**src/rtl/muldiv_hilo_unit.sv**
```systemverilog
// Iterative radix-2 multiply/divide unit with architectural HI/LO registers.
// Multi-cycle ops run IDLE -> RUN (WIDTH cycles) -> FIX -> DONE behind a busy/done handshake.
module muldiv_hilo_unit #(
  parameter int WIDTH = 32,
  parameter int CNT_W = 6
) (
  input  logic             clk,
  input  logic             rst,
  input  logic             start,
  input  logic [3:0]       op,
  input  logic [WIDTH-1:0] dataA,
  input  logic [WIDTH-1:0] dataB,
  output logic             busy,
  output logic             done,
  output logic [WIDTH-1:0] hi,
  output logic [WIDTH-1:0] lo,
  output logic [WIDTH-1:0] result
);

  typedef enum logic [1:0] {IDLE, RUN, FIX, DONE} state_t;

  localparam logic [3:0] OP_MFLO  = 4'b1000;
  localparam logic [3:0] OP_MFHI  = 4'b1001;
  localparam logic [3:0] OP_MULTU = 4'b1010;
  localparam logic [3:0] OP_MADDU = 4'b1011;
  localparam logic [3:0] OP_MULT  = 4'b1100;
  localparam logic [3:0] OP_DIV   = 4'b1101;
  localparam logic [3:0] OP_DIVU  = 4'b1110;
  localparam logic [3:0] OP_MTHI  = 4'b0100;
  localparam logic [3:0] OP_MTLO  = 4'b0101;

  localparam logic [CNT_W-1:0] LAST = CNT_W'(WIDTH - 1);

  state_t               state, state_next;
  logic [CNT_W-1:0]     cnt;
  logic [2*WIDTH-1:0]   acc;
  logic [WIDTH-1:0]     opnd;
  logic [3:0]           op_r;
  logic                 sign_a, sign_b, b_zero;

  logic                 multi_op, signed_op, div_op, r_div;
  logic [WIDTH-1:0]     mag_a, mag_b;
  logic [2*WIDTH-1:0]   acc_step, fix_val;
  logic [WIDTH:0]       mul_sum, div_shift, div_diff;
  logic [WIDTH-1:0]     quo, rem;

  always_comb begin
    multi_op  = (op == OP_MULTU) || (op == OP_MADDU) || (op == OP_MULT) ||
                (op == OP_DIV)   || (op == OP_DIVU);
    signed_op = (op == OP_MULT) || (op == OP_DIV);
    div_op    = (op == OP_DIV) || (op == OP_DIVU);
    mag_a     = (signed_op && dataA[WIDTH-1]) ? -dataA : dataA;
    mag_b     = (signed_op && dataB[WIDTH-1]) ? -dataB : dataB;
  end

  // Upper accumulator half is the remainder for divides and the partial product for multiplies.
  always_comb begin
    r_div     = (op_r == OP_DIV) || (op_r == OP_DIVU);
    mul_sum   = {1'b0, acc[2*WIDTH-1:WIDTH]} + (acc[0] ? {1'b0, opnd} : {(WIDTH+1){1'b0}});
    div_shift = {acc[2*WIDTH-1:WIDTH], acc[WIDTH-1]};
    div_diff  = div_shift - {1'b0, opnd};
    if (r_div) begin
      acc_step = {(div_diff[WIDTH] ? div_shift[WIDTH-1:0] : div_diff[WIDTH-1:0]),
                  acc[WIDTH-2:0], ~div_diff[WIDTH]};
    end else begin
      acc_step = {mul_sum, acc[WIDTH-1:1]};
    end
  end

  always_comb begin
    quo     = (sign_a ^ sign_b) ? -acc[WIDTH-1:0] : acc[WIDTH-1:0];
    rem     = sign_a ? -acc[2*WIDTH-1:WIDTH] : acc[2*WIDTH-1:WIDTH];
    fix_val = acc;
    if (r_div) begin
      fix_val = {rem, (b_zero ? {WIDTH{1'b1}} : quo)};
    end else if (op_r == OP_MADDU) begin
      fix_val = {hi, lo} + acc;
    end else if (op_r == OP_MULT && (sign_a ^ sign_b)) begin
      fix_val = -acc;
    end
  end

  always_ff @(posedge clk) begin
    if (rst) state <= IDLE;
    else     state <= state_next;
  end

  always_comb begin
    state_next = state;
    case (state)
      IDLE:    if (start && multi_op) state_next = RUN;
      RUN:     if (cnt == LAST) state_next = FIX;
      FIX:     state_next = DONE;
      DONE:    state_next = IDLE;
      default: state_next = IDLE;
    endcase
  end

  always_comb begin
    busy = (state == RUN) || (state == FIX);
    done = (state == DONE);
  end

  always_ff @(posedge clk) begin
    if (rst) begin
      hi     <= '0;
      lo     <= '0;
      cnt    <= '0;
      acc    <= '0;
      opnd   <= '0;
      op_r   <= '0;
      sign_a <= 1'b0;
      sign_b <= 1'b0;
      b_zero <= 1'b0;
    end else begin
      case (state)
        IDLE: if (start) begin
          if (op == OP_MTHI) hi <= dataA;
          if (op == OP_MTLO) lo <= dataA;
          if (multi_op) begin
            op_r   <= op;
            cnt    <= '0;
            sign_a <= signed_op && dataA[WIDTH-1];
            sign_b <= signed_op && dataB[WIDTH-1];
            b_zero <= (dataB == '0);
            opnd   <= div_op ? mag_b : mag_a;
            acc    <= {{WIDTH{1'b0}}, (div_op ? mag_a : mag_b)};
          end
        end
        RUN: begin
          cnt <= cnt + 1'b1;
          acc <= acc_step;
        end
        FIX: {hi, lo} <= fix_val;
        default: ;
      endcase
    end
  end

  always_comb begin
    case (op)
      OP_MFHI: result = hi;
      OP_MFLO: result = lo;
      default: result = '0;
    endcase
  end

endmodule

```
**config.mk**
```make
export PLATFORM = sky130hd
export DESIGN_NAME = muldiv_hilo_unit
export DESIGN_NICKNAME = d
export VERILOG_FILES = /design/src/rtl/muldiv_hilo_unit.sv
export SDC_FILE = /design/constraint.sdc
export NUM_CORES = 1
export LEC_CHECK = 0
export CAP_MARGIN = 25
export CELL_PAD_IN_SITES_DETAIL_PLACEMENT = 1
export CELL_PAD_IN_SITES_GLOBAL_PLACEMENT = 2
export CORE_MARGIN = 4
export CORE_UTILIZATION = 34
export CTS_CLUSTER_DIAMETER = 60
export CTS_CLUSTER_SIZE = 25
export DETAILED_ROUTE_END_ITERATION = 7
export DONT_BUFFER_PORTS = 1
export GPL_ROUTABILITY_DRIVEN = 0
export GPL_TIMING_DRIVEN = 0
export PLACE_DENSITY_LB_ADDON = 0.1
export SLEW_MARGIN = 30
export SYNTH_ARGS = -nofsm -noshare
export SYNTH_HDL_FRONTEND = slang
export SYNTH_SLANG_ARGS = --single-unit
```
**constraint.sdc**
```tcl
create_clock -name clk -period 3.4 [get_ports clk]
set_input_delay 0.51 -clock clk [delete_from_list [all_inputs] [get_ports clk]]
set_output_delay 0.51 -clock clk [all_outputs]
set_load 0.005 [all_outputs]
```
==> summary.md, run 1 <==
| Metric | Value |
|---|---|
| RSZ-0062 raised after global routing | `yes` |
| Synthesized netlist net count | `3201` |
| Buffer depth of the longest clock path | `2` |
| Summed area of non-filler cells in the final layout | `24200 um^2` |
| Part of the power in registers | `between 20 and 30%` |
| Result of the run | `finished, violations left` |
| Clock network latency to the later pin of the worst-skew pair | `510 ps` |
| Root Buffer | `clkbuf_16` |
| Worst Path Buf+Inv | `1` |
| Initial detailed-routing violation count | `3011` |
| Commonest register cell after synthesis | `dfxtp_1` |
| Clock skew | `17.9 ps` |
| # setup viols final | `5` |
| Netlist cell types | `86` |
| Asr flop ratio synth | `0%` |
| Number of antenna violations at the first check in global routing | `7` |
| Post-route worst hold slack | `143 ps` |
| Clock tree from TritonCTS | `built` |
| Non-filler instance count after layout | `a little under 4000` |
| Minimum clock period after layout | `approximately 3500 ps` |
| Vias per inst | `6.49` |
| Area of combinational cells with multiple inputs | `17300 um^2` |
| Die height | `254 um` |
| Reg-to-reg critical path endpoint | `hi[26]` |
| Global-route wire length before repair | `174 mm` |
| Synth-to-layout area growth | `17.5%` |
| Number of hold buffers added after cts | `0` |
| Required time at the endpoint of the critical path | `around 3800 ps` |
| Area after DPL | `roughly 22000 um^2` |
| Number of cells on the critical path | `13` |
| Post-layout utilization of the core | `40.7%` |
| Count of unresolved DRC violations after routing | `0` |
| Power density over cell area | `466 nW/um^2` |
| Number of cells on the worst reg-to-reg path | `13` |
| Critical Path Slowest Stage Cell | `a311o_1` |
| Syn avg cell area | `roughly 6.9 um^2` |
| Most area-consuming cells after synthesis | `dfxtp_1 17%, ha_1 8.3%, a21oi_1 7.3%, xnor2_1 6.3%, nand2_1 6.2%` |
| Clock-pin slew on the worst setup and hold paths | `roughly 90 ps` |
| Post-Synthesis Cells | `around 3000` |
| Crit share post-route | `103%` |
| Antenna violation net count after detailed routing | `0` |
| Most frequent cells in the layout | `337 x nand2_1, 330 x nor2_1, 276 x a21oi_1` |
| Power share of the combinational group | `55.4%` |
| Register bit total from synthesis | `between 150 and 200` |
| Number of levels in the clock H-tree | `4` |
| Total detailed-routing wirelength | `124 mm` |
| Core footprint | `59500 um^2` |
| Fraction of synthesized cell area taken by the top area cell type | `around 17%` |
| Slew at the pin closest to its max-slew limit | `1070 ps` |
| Family of cells with the greatest summed delay on the critical path | `compound AO/OA/AOI/OAI gates` |
| Worst path cell trace | `ha_4 > fa_2 > a211oi_2 > nor2_2 > o31a_1 > o31ai_4 > o22ai_4 > a311o_1 > nand2_2 > buf_6 > nand3_4 > o311ai_4 > a311oi_1` |
| GRT Overall Usage | `a little under two fifths` |
| Total number of placement rows | `89` |
| Total count of max-transition violations in the final report | `0` |
| CTS Buf Count | `17` |
| Share of synthesized area occupied by flip-flops and latches | `17.0%` |
| Largest fanout on the critical path | `4` |
| Violations in the final reports | `negative setup slack` |
| Chip Width | `about 250 um` |
| Capturing element of the worst setup path | `hi[26]` |
| Post-layout worst setup margin | `-85.5 ps` |
| Fraction of power spent switching nets | `51.3%` |
| Cell taking the most area after synthesis | `dfxtp_1` |
| Timing-limited maximum frequency | `0.287 GHz` |
| First element of the critical path | `lo[0]` |
| Syn. warnings | `0` |
| Element type at the critical path start | `flop` |
| Share of final-layout standard cells stronger than drive strength 1 | `13.0%` |
| Power spent charging and discharging nets | `around 5.8 mW` |
| Starting utilization of the core area | `34.7%` |
| Area taken by flip-flops and latches | `3600 um^2` |
| Maximum vdd drop | `about 420 uV` |
| Number of detailed-route iterations in the first pass | `6` |
| Count of flip-flops with a built-in enable after synthesis | `0` |
| Routed WL per cell | `approximately 32 um` |
| Reg-to-reg slack, setup | `-90 ps` |
| Placed Cells | `~3800` |
| Pin count of the biggest net entering global routing | `18` |
| Summed instance area of the synthesized netlist | `20600 um^2` |
| Remaining max-slew budget at the tightest pin | `about 29%` |
| Number of buffers added on ports | `0` |
| Global route total overflow | `0` |
| Maximum capacitance violations | `0` |
| Share of total power in the clock network | `around a fifth` |
| Sink count of the clock tree | `about 180` |
| Internal power | `roughly 5.5 mW` |
| Crit Path Category | `flop to flop` |
| P_leak | `9.40 nW` |
| Final count of hold timing violations | `0` |
| I/O Pins | `169` |
| Number of global-route vias before repair | `24500` |
| Most common cell after layout, fill and taps aside | `nand2_1` |
| Critical Path Sink Type | `flop` |
| Total via count after detailed routing | `25000` |
| Final nets | `3269` |
| Dpl hpwl | `99.5 mm` |
| Reg-to-Reg Start | `lo[0]` |
| HP Class | `input pin to flop` |
| Layout filler cell count | `about 7500` |
| Overall die area | `64600 um^2` |
| Critical path data arrival time | `3830 ps` |
| Largest stage delay on the critical path | `480 ps` |
cell families (layout without fill, tap and decap cells):
logic type                 after synthesis  after routing  synth area share (%)
buffers and inverters                  312            393                  5.83
DFF                                    175            175                  17.0
muxes                                   20             20                 0.971
other                                    0              1                     0
and+or+nand+nor                       1052           1052                  23.2
adders and majority gates              140            140                  8.61
AOI/OAI and AO/OA                     1030           1030                  33.3
xor gates and xnor gates               261            261                  11.1
stage by stage:
step | TNS [ps] | setup slack (ps) | power [mW]
2_1_floorplan | 0 | 16.6 | 5.98
3_3_place_gp | -87870 | -1710 | 7.91
3_5_place_dp | -86990 | -1710 | 8.02
4_1_cts | -96.8 | -31.2 | 10.8
5_1_grt | -1590 | -132 | 11.7
6_report | -179 | -85.5 | 11.3
synthesized netlist by cell type, types with 27 or more instances:
library cell,n
nand2_1,342
nor2_1,342
a21oi_1,301
clkbuf_1,196
dfxtp_1,175
o21ai_0,173
xnor2_1,148
ha_1,137
xor2_1,113
nor3_1,95
inv_1,84
a21o_1,81
a211oi_1,70
o211ai_1,60
nand3_1,58
a22o_1,39
o221ai_1,37
nand4_1,33
or3_1,29
a311oi_1,27
o31ai_1,27
cell type report:
type                       count  share of cell area (%)
multi-input combinational   2503                    71.4
clock buffer                  19                    1.83
sequential                   175                    14.9
timing repair buffer          57                    1.89
tap                          773                    3.99
inverter                      86                    1.35
antenna                        1                  0.0103
clock inverter                13                   0.573
buffer                       218                    4.11
power by group through the flow:
| stage | Combinational (mW) | Clock (mW) | Sequential [mW] |
|---|---|---|---|
| 3_3_place_gp | 5.05 | 0 | 2.86 |
| 3_5_place_dp | 5.15 | 0 | 2.87 |
| 4_1_cts | 5.82 | 2.13 | 2.85 |
| 6_report | 6.25 | 2.12 | 2.91 |
| 5_1_grt | 6.57 | 2.19 | 2.91 |
| 2_1_floorplan | 3.44 | 0 | 2.54 |
worst min path at each step:
stage | cells past startpoint | to | startpoint
2_1_floorplan | 2 | opnd[10] | opnd[10]
3_3_place_gp | 2 | opnd[23] | opnd[23]
3_5_place_dp | 2 | opnd[29] | opnd[29]
4_1_cts | 2 | opnd[0] | dataB[0]
5_1_grt | 2 | opnd[0] | dataB[0]
6_report | 2 | opnd[0] | dataB[0]
sequential cells by signal (all words and copies together), names as in the netlist:
| signal | flops |
|---|---|
| sign_b | 1 |
| op_r | 4 |
| state | 2 |
| b_zero | 1 |
| opnd | 32 |
| acc | 64 |
| hi | 32 |
| cnt | 6 |
| sign_a | 1 |
| lo | 32 |
routing by layer:
metal / track usage (%) / wire (um) / vias to the layer above
met5: 0 / 28 / -
met1: 48.6 / 52200 / 12200
met2: 56.0 / 52400 / 1339
met4: 20.1 / 7920 / 4
li1: - / - / 11100
met3: 8.07 / 11500 / 317
timing repair:
item	CTS	global route
pin swaps	40	79
gates resized for setup	252	169
endpoints found under the hold margin	0	0
gates cloned	2	0
setup buffers	30	25
endpoints found under the setup margin	116	111
Note: power is estimated with default switching activity, not from simulation.
==> run 2: changes to the inputs <==
CORE_UTILIZATION = 38   (was 34)
clock period = 3.95 ns   (was 3.4 ns; I/O delays follow)
==> summary.md, run 2 (synthesized netlist as in run 1, its figures left out) <==
| Metric | Value |
|---|---|
| Result of the run | `finished, violations left` |
| Dpl hpwl | `96.3 mm (-3.2%)` |
| Critical Path Sink Type | `flop` |
| Pin count of the biggest net entering global routing | `17 (-1)` |
| Count of unresolved DRC violations after routing | `0 (unchanged)` |
| Die height | `241 um (-5.2%)` |
| Final nets | `3222 (-1.4%)` |
| Largest fanout on the critical path | `7 (+3)` |
| Initial detailed-routing violation count | `3078 (+2.2%)` |
| Number of cells on the worst reg-to-reg path | `11 (-2)` |
| Vias per inst | `6.67 (+2.8%)` |
| Maximum vdd drop | `268 uV (-36%)` |
| # setup viols final | `1 (-4)` |
| Number of detailed-route iterations in the first pass | `6 (unchanged)` |
| Clock network latency to the later pin of the worst-skew pair | `510 ps (about the same)` |
| Reg-to-Reg Start | `acc[19]` |
| Element type at the critical path start | `flop` |
| Number of hold buffers added after cts | `0 (unchanged)` |
| Number of global-route vias before repair | `24300 (-0.75%)` |
| Power share of the combinational group | `52.3% (-3.1 points)` |
| Reg-to-reg slack, setup | `-20 ps (+60 ps)` |
| Timing-limited maximum frequency | `0.252 GHz (-12%)` |
| Power density over cell area | `403 nW/um^2 (-13%)` |
| Post-layout worst setup margin | `-24.5 ps (+61.0 ps)` |
| CTS Buf Count | `17 (unchanged)` |
| Number of levels in the clock H-tree | `4 (unchanged)` |
| Root Buffer | `clkbuf_16` |
| Critical path data arrival time | `4310 ps (+480 ps)` |
| Total via count after detailed routing | `24800 (-0.54%)` |
| Maximum capacitance violations | `0 (unchanged)` |
| Minimum clock period after layout | `3970 ps (+489 ps)` |
| Slew at the pin closest to its max-slew limit | `1040 ps (-28.1 ps)` |
| Part of the power in registers | `27.2% (+1.4 points)` |
| Global route total overflow | `0 (unchanged)` |
| Power spent charging and discharging nets | `4.67 mW (-19%)` |
| Overall die area | `58000 um^2 (-10%)` |
| Number of flip-flops under the largest register name | `64 (unchanged)` |
| Fraction of power spent switching nets | `51.4% (+0.18 points)` |
| Required time at the endpoint of the critical path | `4280 ps (+530 ps)` |
| Total detailed-routing wirelength | `118 mm (-4.8%)` |
| Post-route worst hold slack | `231 ps (+88.4 ps)` |
| Share of total power in the clock network | `20.6% (+1.8 points)` |
| Antenna violation net count after detailed routing | `0 (unchanged)` |
| Starting utilization of the core area | `38.3% (+3.6 points)` |
| Violations in the final reports | `negative setup slack` |
| Crit share post-route | `101% (-1.9 points)` |
| Clock tree from TritonCTS | `built` |
| Non-filler instance count after layout | `3721 (-3.2%)` |
| Number of buffers added on ports | `0 (unchanged)` |
| Buffer depth of the longest clock path | `2 (unchanged)` |
| Most common cell after layout, fill and taps aside | `nand2_1` |
| Routed WL per cell | `31.8 um (-1.6%)` |
| Hold Path Origin | `op[1]` |
| Core footprint | `53800 um^2 (-9.5%)` |
| Total count of max-transition violations in the final report | `0 (unchanged)` |
| Number of antenna violations at the first check in global routing | `3 (-4)` |
| Crit Path Category | `flop to flop` |
| Global-route wire length before repair | `167 mm (-3.9%)` |
| GRT Overall Usage | `39.2% (+2.4 points)` |
| P_leak | `8.89 nW (-5.5%)` |
| Sink count of the clock tree | `175 (unchanged)` |
| Clock skew | `12.9 ps (-4.93 ps)` |
| Internal power | `4.40 mW (-20%)` |
| Largest Register | `acc` |
| Total number of placement rows | `85 (-4.5%)` |
| First element of the critical path | `acc[19]` |
| Share of final-layout standard cells stronger than drive strength 1 | `4.79% (-8.2 points)` |
| Synth-to-layout area growth | `9.11%` |
| RSZ-0062 raised after global routing | `yes` |
| Clock-pin slew on the worst setup and hold paths | `70 ps (-20 ps)` |
| Most frequent cells in the layout | `341 x nand2_1, 337 x nor2_1, 297 x a21oi_1` |
| Final count of hold timing violations | `0 (unchanged)` |
| Chip Width | `241 um (-5.2%)` |
| I/O Pins | `169 (unchanged)` |
| HP Class | `input pin to flop` |
| Placed Cells | `3686 (-2.0%)` |
| Number of stages on the worst hold path | `2 (unchanged)` |
| Remaining max-slew budget at the tightest pin | `30.8% (+1.9 points)` |
[run 2: per-stage QoR]
step | worst slack [ps] | total power, mW | util, % | TNS [ps] | area, um^2
finish | -24.5 | 9.07 | 41.8 | -24.5 | 22500
global placement | -1170 | 6.77 | 39.9 | -44190 | 21500
global route | -4.51 | 9.42 | 41.8 | -7.83 | 22500
CTS | 5.99 | 8.80 | 41.4 | 0 | 22300
floorplan | 490 | 5.14 | - | 0 | 20600
detailed placement | -1230 | 6.88 | 39.9 | -46310 | 21500
[run 2: routing by layer]
layer,GRT usage [%],up-vias,share of wire [%]
li1,-,11000,-
met4,21.9,4,6.6
met5,0,-,0.020
met3,9.53,327,10
met1,51.8,12100,41
met2,58.7,1349,42
[run 2: final cells by class]
class	count	area [um^2]
fillers	6971	31300
multi-input cells	2503	16200
flip-flops and latches	175	3510
plain buffers	226	915
well taps	696	871
clock buffers	20	457
inverters	86	323
clock inverters	12	153
repair buffers	2	15.0
diodes	1	2.50
[run 2: worst paths after layout]
check	endpoint
setup / recovery	hi[15]
hold / removal	op_r[1]
setup reg to reg	hi[15]
hold reg to reg	opnd[7]
[run 2: power groups by stage]
stage	clock [mW]	combinational, mW	sequential, mW
6_report	1.86	4.74	2.46
5_1_grt	1.93	5.03	2.46
4_1_cts	1.88	4.51	2.42
3_5_place_dp	0	4.42	2.46
3_3_place_gp	0	4.32	2.45
2_1_floorplan	0	2.96	2.18
[run 2: worst max-delay path: stages, from the launching register on]
cell,delay (ps)
dfxtp_1,630
ha_1,320
nand2_1,150
or4_1,540
a21oi_1,220
nand2_1,140
a32o_1,350
nor4b_4,440
o21ai_0,280
o21a_1,270
xnor2_1,280
o221ai_1,160
[run 2: what timing repair did]
action / CTS / global route
endpoints found under the setup margin: 65 / 59
pin swaps: 1 / 4
setup buffers: 2 / 0
resized for setup: 42 / 46
